<file path="config.mk">
export PLATFORM = sky130hd
export DESIGN_NAME = parking_gate_ctrl
export DESIGN_NICKNAME = d
export VERILOG_FILES = /design/src/rtl/parking_pkg.sv /design/src/rtl/slot_popcount.sv /design/src/rtl/parking_gate_ctrl.sv
export SDC_FILE = /design/constraint.sdc
export NUM_CORES = 1
export LEC_CHECK = 0
export CAP_MARGIN = 40
export CORE_MARGIN = 2
export CORE_UTILIZATION = 40
export CTS_CLUSTER_SIZE = 28
export DETAILED_ROUTE_END_ITERATION = 8
export GPL_TIMING_DRIVEN = 0
export MAX_ROUTING_LAYER = met4
export PLACE_DENSITY = 0.67
export REMOVE_ABC_BUFFERS = 1
export SYNTH_ARGS = -nofsm -noshare
export SYNTH_HDL_FRONTEND = slang
export SYNTH_SLANG_ARGS = --single-unit
</file>
<file path="constraint.sdc">
create_clock -name clk -period 15.7 [get_ports clk]
set_input_delay 3.14 -clock clk [delete_from_list [all_inputs] [get_ports clk]]
set_output_delay 3.14 -clock clk [all_outputs]
set_load 0.02 [all_outputs]
</file>
<file path="src/rtl/parking_pkg.sv">
// Shared constants and state encoding for the parking gate controller.
// These values are reused by the slot display path.
package parking_pkg;

  localparam int NUM_SLOTS_DEFAULT    = 15;
  localparam int CW_DEFAULT           = $clog2(NUM_SLOTS_DEFAULT + 1);
  localparam int GATE_TIMEOUT_DEFAULT = 500_000_000;
  localparam int CLOSE_CYCLES_DEFAULT = 100_000_000;

  typedef enum logic [1:0] {
    IDLE,
    ENTRY_OPEN,
    EXIT_OPEN,
    COOLDOWN
  } gate_state_t;

endpackage

</file>
<file path="src/rtl/slot_popcount.sv">
// Combinational count of occupied slots. The display path reuses this block,
// so it stays free of registers.
module slot_popcount #(
  parameter int N = 15,
  parameter int W = 4
) (
  input  logic [N-1:0] bits,
  output logic [W-1:0] count
);

  logic [W-1:0] count_next;

  always_comb begin
    count_next = '0;
    for (int i = 0; i < N; i++) begin
      count_next = count_next + W'(bits[i]);
    end
  end

  assign count = count_next;

endmodule

</file>
<file path="src/rtl/parking_gate_ctrl.sv">
// Shared entry/exit barrier controller. It arbitrates requests, sequences the
// gates, and reserves a slot for every admitted car until that car parks.
module parking_gate_ctrl
  import parking_pkg::*;
#(
  parameter int NUM_SLOTS    = NUM_SLOTS_DEFAULT,
  parameter int CW           = CW_DEFAULT,
  parameter int GATE_TIMEOUT = GATE_TIMEOUT_DEFAULT,
  parameter int CLOSE_CYCLES = CLOSE_CYCLES_DEFAULT
) (
  input  logic                 clk,
  input  logic                 rst_n,
  input  logic [NUM_SLOTS-1:0] slot_occ,
  input  logic                 entry_req,
  input  logic                 exit_req,
  input  logic                 pass_entry,
  input  logic                 pass_exit,
  output logic                 entry_gate_open,
  output logic                 exit_gate_open,
  output logic [CW-1:0]        free_count,
  output logic                 full,
  output logic                 deny,
  output logic                 timeout_err
);

  localparam int TMAX = (GATE_TIMEOUT > CLOSE_CYCLES) ? GATE_TIMEOUT : CLOSE_CYCLES;
  localparam int TW   = $clog2(TMAX + 1);
  localparam logic [TW-1:0] GATE_LAST  = TW'(GATE_TIMEOUT - 1);
  localparam logic [TW-1:0] CLOSE_LAST = TW'(CLOSE_CYCLES - 1);
  localparam logic [CW:0]   SLOTS_W    = (CW+1)'(NUM_SLOTS);

  // Control sync bit order: {pass_exit, pass_entry, exit_req, entry_req}
  logic [NUM_SLOTS-1:0] occ_meta_reg, occ_sync_reg;
  logic [3:0]           ctl_meta_reg, ctl_sync_reg;
  logic [1:0]           pass_prev_reg;

  logic [CW-1:0] occ_now, occ_reg, occ_prev_reg;
  logic [CW-1:0] reserved_reg, reserved_next;
  logic [CW-1:0] free_reg, free_next;
  logic          full_reg, deny_reg, timeout_reg;
  logic          entry_gate_reg, exit_gate_reg;

  gate_state_t   state_reg, state_next;
  logic [TW-1:0] timer_reg, timer_next;
  logic          last_entry_reg, last_entry_next;
  logic          reserve, timeout_hit;

  logic entry_req_s, exit_req_s, entry_rise, exit_rise, entry_ok;
  assign entry_req_s = ctl_sync_reg[0];
  assign exit_req_s  = ctl_sync_reg[1];
  assign entry_rise  = ctl_sync_reg[2] & ~pass_prev_reg[0];
  assign exit_rise   = ctl_sync_reg[3] & ~pass_prev_reg[1];
  assign entry_ok    = entry_req_s & ~full_reg;

  slot_popcount #(.N(NUM_SLOTS), .W(CW)) u_popcount (
    .bits  (occ_sync_reg),
    .count (occ_now)
  );

  always_comb begin
    state_next      = state_reg;
    timer_next      = timer_reg + TW'(1);
    last_entry_next = last_entry_reg;
    reserve         = 1'b0;
    timeout_hit     = 1'b0;
    case (state_reg)
      IDLE: begin
        timer_next = '0;
        if (entry_ok && exit_req_s) state_next = last_entry_reg ? EXIT_OPEN : ENTRY_OPEN;
        else if (exit_req_s)        state_next = EXIT_OPEN;
        else if (entry_ok)          state_next = ENTRY_OPEN;
      end
      ENTRY_OPEN: begin
        // A pass in the timeout cycle wins over the timeout.
        if (entry_rise) begin
          reserve         = 1'b1;
          last_entry_next = 1'b1;
          state_next      = COOLDOWN;
          timer_next      = '0;
        end else if (timer_reg == GATE_LAST) begin
          timeout_hit = 1'b1;
          state_next  = COOLDOWN;
          timer_next  = '0;
        end
      end
      EXIT_OPEN: begin
        if (exit_rise) begin
          last_entry_next = 1'b0;
          state_next      = COOLDOWN;
          timer_next      = '0;
        end else if (timer_reg == GATE_LAST) begin
          timeout_hit = 1'b1;
          state_next  = COOLDOWN;
          timer_next  = '0;
        end
      end
      COOLDOWN: begin
        if (timer_reg == CLOSE_LAST) begin
          state_next = IDLE;
          timer_next = '0;
        end
      end
      default: begin
        state_next = IDLE;
        timer_next = '0;
      end
    endcase
  end

  // Parked cars release their reservation; free_count uses the post-update
  // reservation so it does not dip while a reserved car lands in a slot.
  logic [CW-1:0] delta, dec;
  logic [CW:0]   res_sum, used;
  always_comb begin
    delta         = (occ_reg > occ_prev_reg) ? (occ_reg - occ_prev_reg) : '0;
    dec           = (delta < reserved_reg) ? delta : reserved_reg;
    res_sum       = {1'b0, reserved_reg - dec} + {{CW{1'b0}}, reserve};
    reserved_next = (res_sum > SLOTS_W) ? CW'(NUM_SLOTS) : res_sum[CW-1:0];
    used          = {1'b0, occ_reg} + {1'b0, reserved_next};
    free_next     = (used >= SLOTS_W) ? '0 : CW'(SLOTS_W - used);
  end

  always_ff @(posedge clk or negedge rst_n) begin
    if (!rst_n) begin
      occ_meta_reg   <= '0;
      occ_sync_reg   <= '0;
      ctl_meta_reg   <= '0;
      ctl_sync_reg   <= '0;
      pass_prev_reg  <= '0;
      occ_reg        <= '0;
      occ_prev_reg   <= '0;
      reserved_reg   <= '0;
      free_reg       <= CW'(NUM_SLOTS);
      full_reg       <= 1'b0;
      deny_reg       <= 1'b0;
      timeout_reg    <= 1'b0;
      entry_gate_reg <= 1'b0;
      exit_gate_reg  <= 1'b0;
      state_reg      <= IDLE;
      timer_reg      <= '0;
      last_entry_reg <= 1'b0;
    end else begin
      occ_meta_reg   <= slot_occ;
      occ_sync_reg   <= occ_meta_reg;
      ctl_meta_reg   <= {pass_exit, pass_entry, exit_req, entry_req};
      ctl_sync_reg   <= ctl_meta_reg;
      pass_prev_reg  <= ctl_sync_reg[3:2];
      occ_reg        <= occ_now;
      occ_prev_reg   <= occ_reg;
      reserved_reg   <= reserved_next;
      free_reg       <= free_next;
      full_reg       <= (free_next == '0);
      deny_reg       <= (state_reg == IDLE) && entry_req_s && full_reg;
      timeout_reg    <= timeout_hit;
      entry_gate_reg <= (state_reg == ENTRY_OPEN);
      exit_gate_reg  <= (state_reg == EXIT_OPEN);
      state_reg      <= state_next;
      timer_reg      <= timer_next;
      last_entry_reg <= last_entry_next;
    end
  end

  assign entry_gate_open = entry_gate_reg;
  assign exit_gate_open  = exit_gate_reg;
  assign free_count      = free_reg;
  assign full            = full_reg;
  assign deny            = deny_reg;
  assign timeout_err     = timeout_reg;

endmodule

</file>
# [Word level (Yosys, flattened, before mapping)]
# Index checks and enable logic that the tools add are counted.
[classes] addsub=20 magnitude_cmp=4 eq_ne=9 mux=27 bitwise=6 reduce_logical=8
[op_table] op="$mux W29" count=4
[op_table] op="$pmux W29 S4" count=1
[op_table] op="$add A4 B1 Y4" count=13
[op_table] op="$add A29 B1 Y29 const B" count=1
[op_table] op="$eq A29 B27 Y1 const B" count=1
[op_table] op="$eq A29 B29 Y1 const B" count=1
[op_table] op="$mux W2" count=8
[op_table] op="$mux W4" count=4
[op_table] op="$pmux W2 S4" count=1
[op_table] op="$sub A4 B4 Y4" count=2
[op_table] op="$mux W1" count=7
[op_table] op="$ne A2 B2 Y1 const B" count=3
[op_table] op="$add A4 B1 Y5" count=1
[op_table] op="$add A4 B4 Y5" count=1
[op_table] op="$ge A5 B4 Y1 const B" count=1
[op_table] op="$gt A5 B4 Y1 const B" count=1
[op_table] op="$eq A2 B2 Y1 const B" count=2
[op_table] op="$gt A4 B4 Y1" count=1
[op_table] op="$logic_not A4 Y1" count=1
[op_table] op="$lt A4 B4 Y1" count=1
[op_table] op="$ne A4 B4 Y1 const B" count=1
[op_table] op="$pmux W1 S2" count=2
[op_table] op="$sub A4 B4 Y4 const A" count=1
[op_table] op="$and A1 B1 Y1" count=3
[op_table] op="8 further kinds" count=12
[word_totals] regBits=93 out_inout_bits=9 elab_cells=91

# [Longest topological paths before layout]
[depth] ltp_word=14 ltp_mapped=24 ltp_nobuf=24

# [Hierarchy]
# From an unflattened synthesis, not the netlist that was laid out.
[hier_totals] hier_cells=379 hier_area_um2=4341.7
[by_module_without_submodules] module="parking_gate_ctrl" n_inst=1 cells_per_inst=343 area_each_um2=4016.4 seq_area_each_um2=2332.2
[by_module_without_submodules] module="slot_popcount" n_inst=1 cells_per_inst=36 area_each_um2=325.3 seq_area_each_um2=0.0

# [Least setup slack after synthesis]
# OpenSTA, ideal clock, no wires.
[synth_timing] path_kind="reg2reg" start="register occ_reg[0]" end="register full_reg, in the netlist full" arrival_ns=5.198 path_slack_ns=10.382 stages_incl_launch_ff=25 path_buffers=0 cell_sequence="dfrtp_1 inv_1 ha_1 inv_1 fa_1 a21o_1 a21oi_1 a41oi_1 and2_1 ha_1 nand2_1 o21a_1 nor3_1 mux2_2 ha_1 fa_1 inv_1 ha_1 nand2_1 o21bai_1 ha_1 fa_1 a21o_1 a21o_1 a41o_1"
[synth_between] elab_chain_cells=12 word_cells_on_any_way=14 cone_classes="add/sub (5); order compare (4); mux (4); reduce/logical (1)"
[synth_rtl] element="from (decl)" line="parking_gate_ctrl.sv:37" rtl="logic [CW-1:0] occ_now, occ_reg, occ_prev_reg;"
[synth_rtl] element="from (signal assigned)" line="parking_gate_ctrl.sv:148" rtl="occ_reg <= occ_now;"
[synth_rtl] element="$sub A4 B4 Y4 / $gt A4 B4 Y1 (equally long branches)" line="parking_gate_ctrl.sv:115" rtl="delta = (occ_reg > occ_prev_reg) ? (occ_reg - occ_prev_reg) : '0;"
[synth_rtl] element="$mux W4 *" line="parking_gate_ctrl.sv:115"
[synth_rtl] element="$lt A4 B4 Y1" line="parking_gate_ctrl.sv:116" rtl="dec = (delta < reserved_reg) ? delta : reserved_reg;"
[synth_rtl] element="$mux W4 *" line="parking_gate_ctrl.sv:116"
[synth_rtl] element="$sub A4 B4 Y4 *" line="parking_gate_ctrl.sv:117" rtl="res_sum = {1'b0, reserved_reg - dec} + {{CW{1'b0}}, reserve};"
[synth_rtl] element="$add A4 B1 Y5 *" line="parking_gate_ctrl.sv:117"
[synth_rtl] element="$gt A5 B4 Y1" line="parking_gate_ctrl.sv:118" rtl="reserved_next = (res_sum > SLOTS_W) ? CW'(NUM_SLOTS) : res_sum[CW-1:0];"
[synth_rtl] element="$mux W4 *" line="parking_gate_ctrl.sv:118"
[synth_rtl] element="via reserved_next[0]" line="parking_gate_ctrl.sv:38" rtl="logic [CW-1:0] reserved_reg, reserved_next;"
[synth_rtl] element="$add A4 B4 Y5 *" line="parking_gate_ctrl.sv:119" rtl="used = {1'b0, occ_reg} + {1'b0, reserved_next};"
[synth_rtl] element="$sub A4 B4 Y4 / $ge A5 B4 Y1 (equally long branches)" line="parking_gate_ctrl.sv:120" rtl="free_next = (used >= SLOTS_W) ? '0 : CW'(SLOTS_W - used);"
[synth_rtl] element="$mux W4 *" line="parking_gate_ctrl.sv:120"
[synth_rtl] element="$logic_not A4 Y1 *" line="parking_gate_ctrl.sv:152" rtl="full_reg <= (free_next == '0);"
[synth_rtl] element="to (signal assigned)" line="parking_gate_ctrl.sv:152"
[synth_rtl] element="to (decl)" line="parking_gate_ctrl.sv:40" rtl="logic full_reg, deny_reg, timeout_reg;"
# Mark *: on every way through the listed nets, which the timed path passes. The rest lies on a longest branch.
# A chain may end at the register's enable or synchronous reset.

# [Worst setup path after layout]
# Same ends and word-level chain as after synthesis.

==> results.yml <==
placement:
  port-buffer-count: 29
  gp_congestion: 0.851
  dp_slack_ps: 9940
  estimated_wirelength_of_the_detail_placed_design_mm: 5.12
route:
  avgRoutedWirePerCell_um: 12.4
  postRouteWirelength_mm: 6.92
  via_count_normalized_by_instance_count: 4.82
  route.antenna.remaining_nets: 0
  dr.pass1.iters: 4
  num_vias: 2682
  remaining_drc_errors: 0
  initialDrtViolationCount: 141
die:
  die-area_mm2: 0.0117
  floorplan.core_area_mm2: 0.0107
  pin_count: 30
  start_util_pct: 40.5
  fp-row-count: 38
  die_boundary_height_um: 108
  die_w_um: 108
worst_setup_path:
  critPathRequiredTime_ps: 15950
  crit_path_frequent_cell: "ha_1"
  worstPathBufferInverterCount: 3
  path_cells: "inv_1 > ha_1 > inv_1 > fa_1 > a21o_1 > a21oi_1 > a41oi_1 > and2_1 > ha_1 > nand2_1 > o21a_1 > nor3_1 > mux2_2 > ha_1 > fa_1 > inv_1 > ha_1 > nand2_1 > o21bai_1 > ha_1 > fa_1 > a21o_1 > a21o_1 > a41o_1"
  crit_path_top_delay_cell: "nor3_1"
  cp_data_arrival_time_ps: 6030
  critPathKind: "flip-flop to flip-flop"
  crit_path_start_kind: "flip-flop"
  critical-path-max-stage-delay_ps: 530
  cp_top_family: "adder cells"
  cp_max_fo: 5
  crit_path_end_kind: "flip-flop"
timing:
  report.final.slew_viol_count: 0
  final_period_minus_worst_setup_slack_ps: 5780
  highest_clock_rate_mhz: 173
  rsz0062_at_grt: "no"
  relSlewSlack_pct: 58.0
  timing_hold_violations_final: 0
  finalCritPeriodShare_pct: 36.8
  setup_ws_ps: 9920
  worst_pin_slew_ps: 630
  setup_viol: 0
  timing.setup.tns_ps: 0
  worst_clock_skew_ps: 14.3
grt:
  grt_antenna_before_repair: 0
  largest_net_degree_at_the_start_of_global_routing: 49
  first_global_vias: 2803
  globalRouteOverflowTotal: 0
  groute.usage.overall_pct: 14.3
  grt_first_pass_wirelength_mm: 12.7
finish:
  diodes: 0
  finish.net_count: 474
  areaGrowthSynthToFinish_pct: 15.8
  final_layout_size_suffix_gt1_share_pct: 6.71
  largest_register_ff_count: 29
synth:
  ffs_latches_synth: 93
  ys_seq_area_share_pct: 53.8
  ys_top_cells_by_area: "dfrtp_1 (51%), ha_1 (8.1%), fa_1 (5.5%)"
  yosys-top-cells-count: "dfrtp_1 (89), inv_1 (45), nor2_1 (43), ha_1 (28)"
  yosysTopAreaCellShare_pct: 51.3
  synthDistinctLibCells: 46
  synth_enable_flop_cells: 0
  yosysTopAreaCell: "dfrtp_1"
  netlist_instances: 377
  dominantRegCellSynth: "dfrtp_1"
  synth.most_common_cell: "dfrtp_1"
  yosysWarnings: 0
  synth_async_sr_flop_share_pct: 100
  post_synth_instance_area_mm2: 0.00434
  syn_area_per_cell_um2: 11.5
worst_hold_path:
  hold_path_class: "flip-flop to flip-flop"
clock_network:
  cts_inserted_buffers: 9
  htree_levels: 3
  cts-root-buf: "clkbuf_8"
  cts_num_sinks: 93
  post-cts-setup-buffers: 0
  clkLatencyLatePin_ps: 360
  clk_pin_slew_worst_setup_hold_paths_ps: 100
  cts_tree: "yes"
  ctsLongestPathBuffers: 2
  cts_hold_buffers: 0
  post_cts_resize_count: 0
run_status:
  run_status: "complete, no violations"
job:
  cap_violations: 0
per-layer routing:
layer / vias to the layer above / global-route usage [%] / wire length [µm] / part of all wire, %
li1: 1330 / - / - / -
met1: 1296 / 18.5 / 3370 / 49
met2: 48 / 21.9 / 3230 / 47
met3: 8 / 2.47 / 198 / 2.9
met4: 0 / 6.68 / 119 / 1.7
met5: - / - / 0 / 0
layout make-up:
type                            instances  area (µm²)
Fill cell                             966        5670
Sequential cell                        93        2330
Multi-Input combinational cell        232        1790
Timing Repair Buffer                   32         334
Tap cell                              140         175
Inverter                               45         169
Clock buffer                            9         124
Clock inverter                          6        96.3
layout by cell type, fill, tap and decap left out, types with 7 or more instances in the layout:
| cell type | count |
|---|---|
| dfrtp_1 | 89 |
| inv_1 | 45 |
| nor2_1 | 43 |
| ha_1 | 28 |
| clkdlybuf4s50_1 | 28 |
| xor2_1 | 17 |
| xnor2_1 | 17 |
| nand4_1 | 14 |
| nand3_1 | 13 |
| fa_1 | 12 |
| nor3_1 | 11 |
| and3_1 | 9 |
| clkbuf_8 | 9 |
| a21oi_1 | 8 |
| nand2_1 | 7 |
| a21o_1 | 7 |
per-stage QoR:
stage	hold slack [ps]	instances	utilization [%]	instance area (µm²)
floorplan	331	370	-	4290
global placement	332	539	44.5	4760
detailed placement	335	542	44.9	4800
CTS	355	557	47.0	5020
global route	356	557	47.0	5020
finish	346	557	47.0	5020
worst reg2reg max path, stage by stage (launching register included):
cell      delay, ps
dfrtp_1         410
inv_1            70
ha_1            130
inv_1            60
fa_1            390
a21o_1          200
a21oi_1         230
a41oi_1         110
and2_1          230
ha_1            280
nand2_1          40
o21a_1          160
nor3_1          530
mux2_2          400
ha_1            210
fa_1            490
inv_1            60
ha_1            220
nand2_1         110
o21bai_1        100
ha_1            240
fa_1            400
a21o_1          190
a21o_1          220
a41o_1          210
cells by family after synthesis:
family                     synth area share, %
and+or+nand+nor                           14.6
muxes                                     1.21
xor gates and xnor gates                  6.86
buffers and inverters                     4.90
AOI/OAI and AO/OA                         5.08
DFF                                       53.8
adders and majority gates                 13.6
final timing paths:
path	start	to	slack, ps	cells after the start
worst max-delay path	occ_reg[0]$_DFF_PN0_	full$_DFF_PN0_	9920	24
worst min register to register	ctl_meta_reg[2]$_DFF_PN0_	ctl_sync_reg[2]$_DFF_PN0_	350	0
max in group asynchronous	rst_n	free_count[0]$_DFF_PN1_	12240	2
worst max register to register	occ_reg[0]$_DFF_PN0_	full$_DFF_PN0_	9920	24
min in group asynchronous	rst_n	timer_reg[19]$_DFF_PN0_	2770	1
worst min-delay path	ctl_meta_reg[2]$_DFF_PN0_	ctl_sync_reg[2]$_DFF_PN0_	350	0
Power is left out: the tool's default activity adds up to more than one toggle a clock period on the data nets, which glitch-free logic cannot reach.
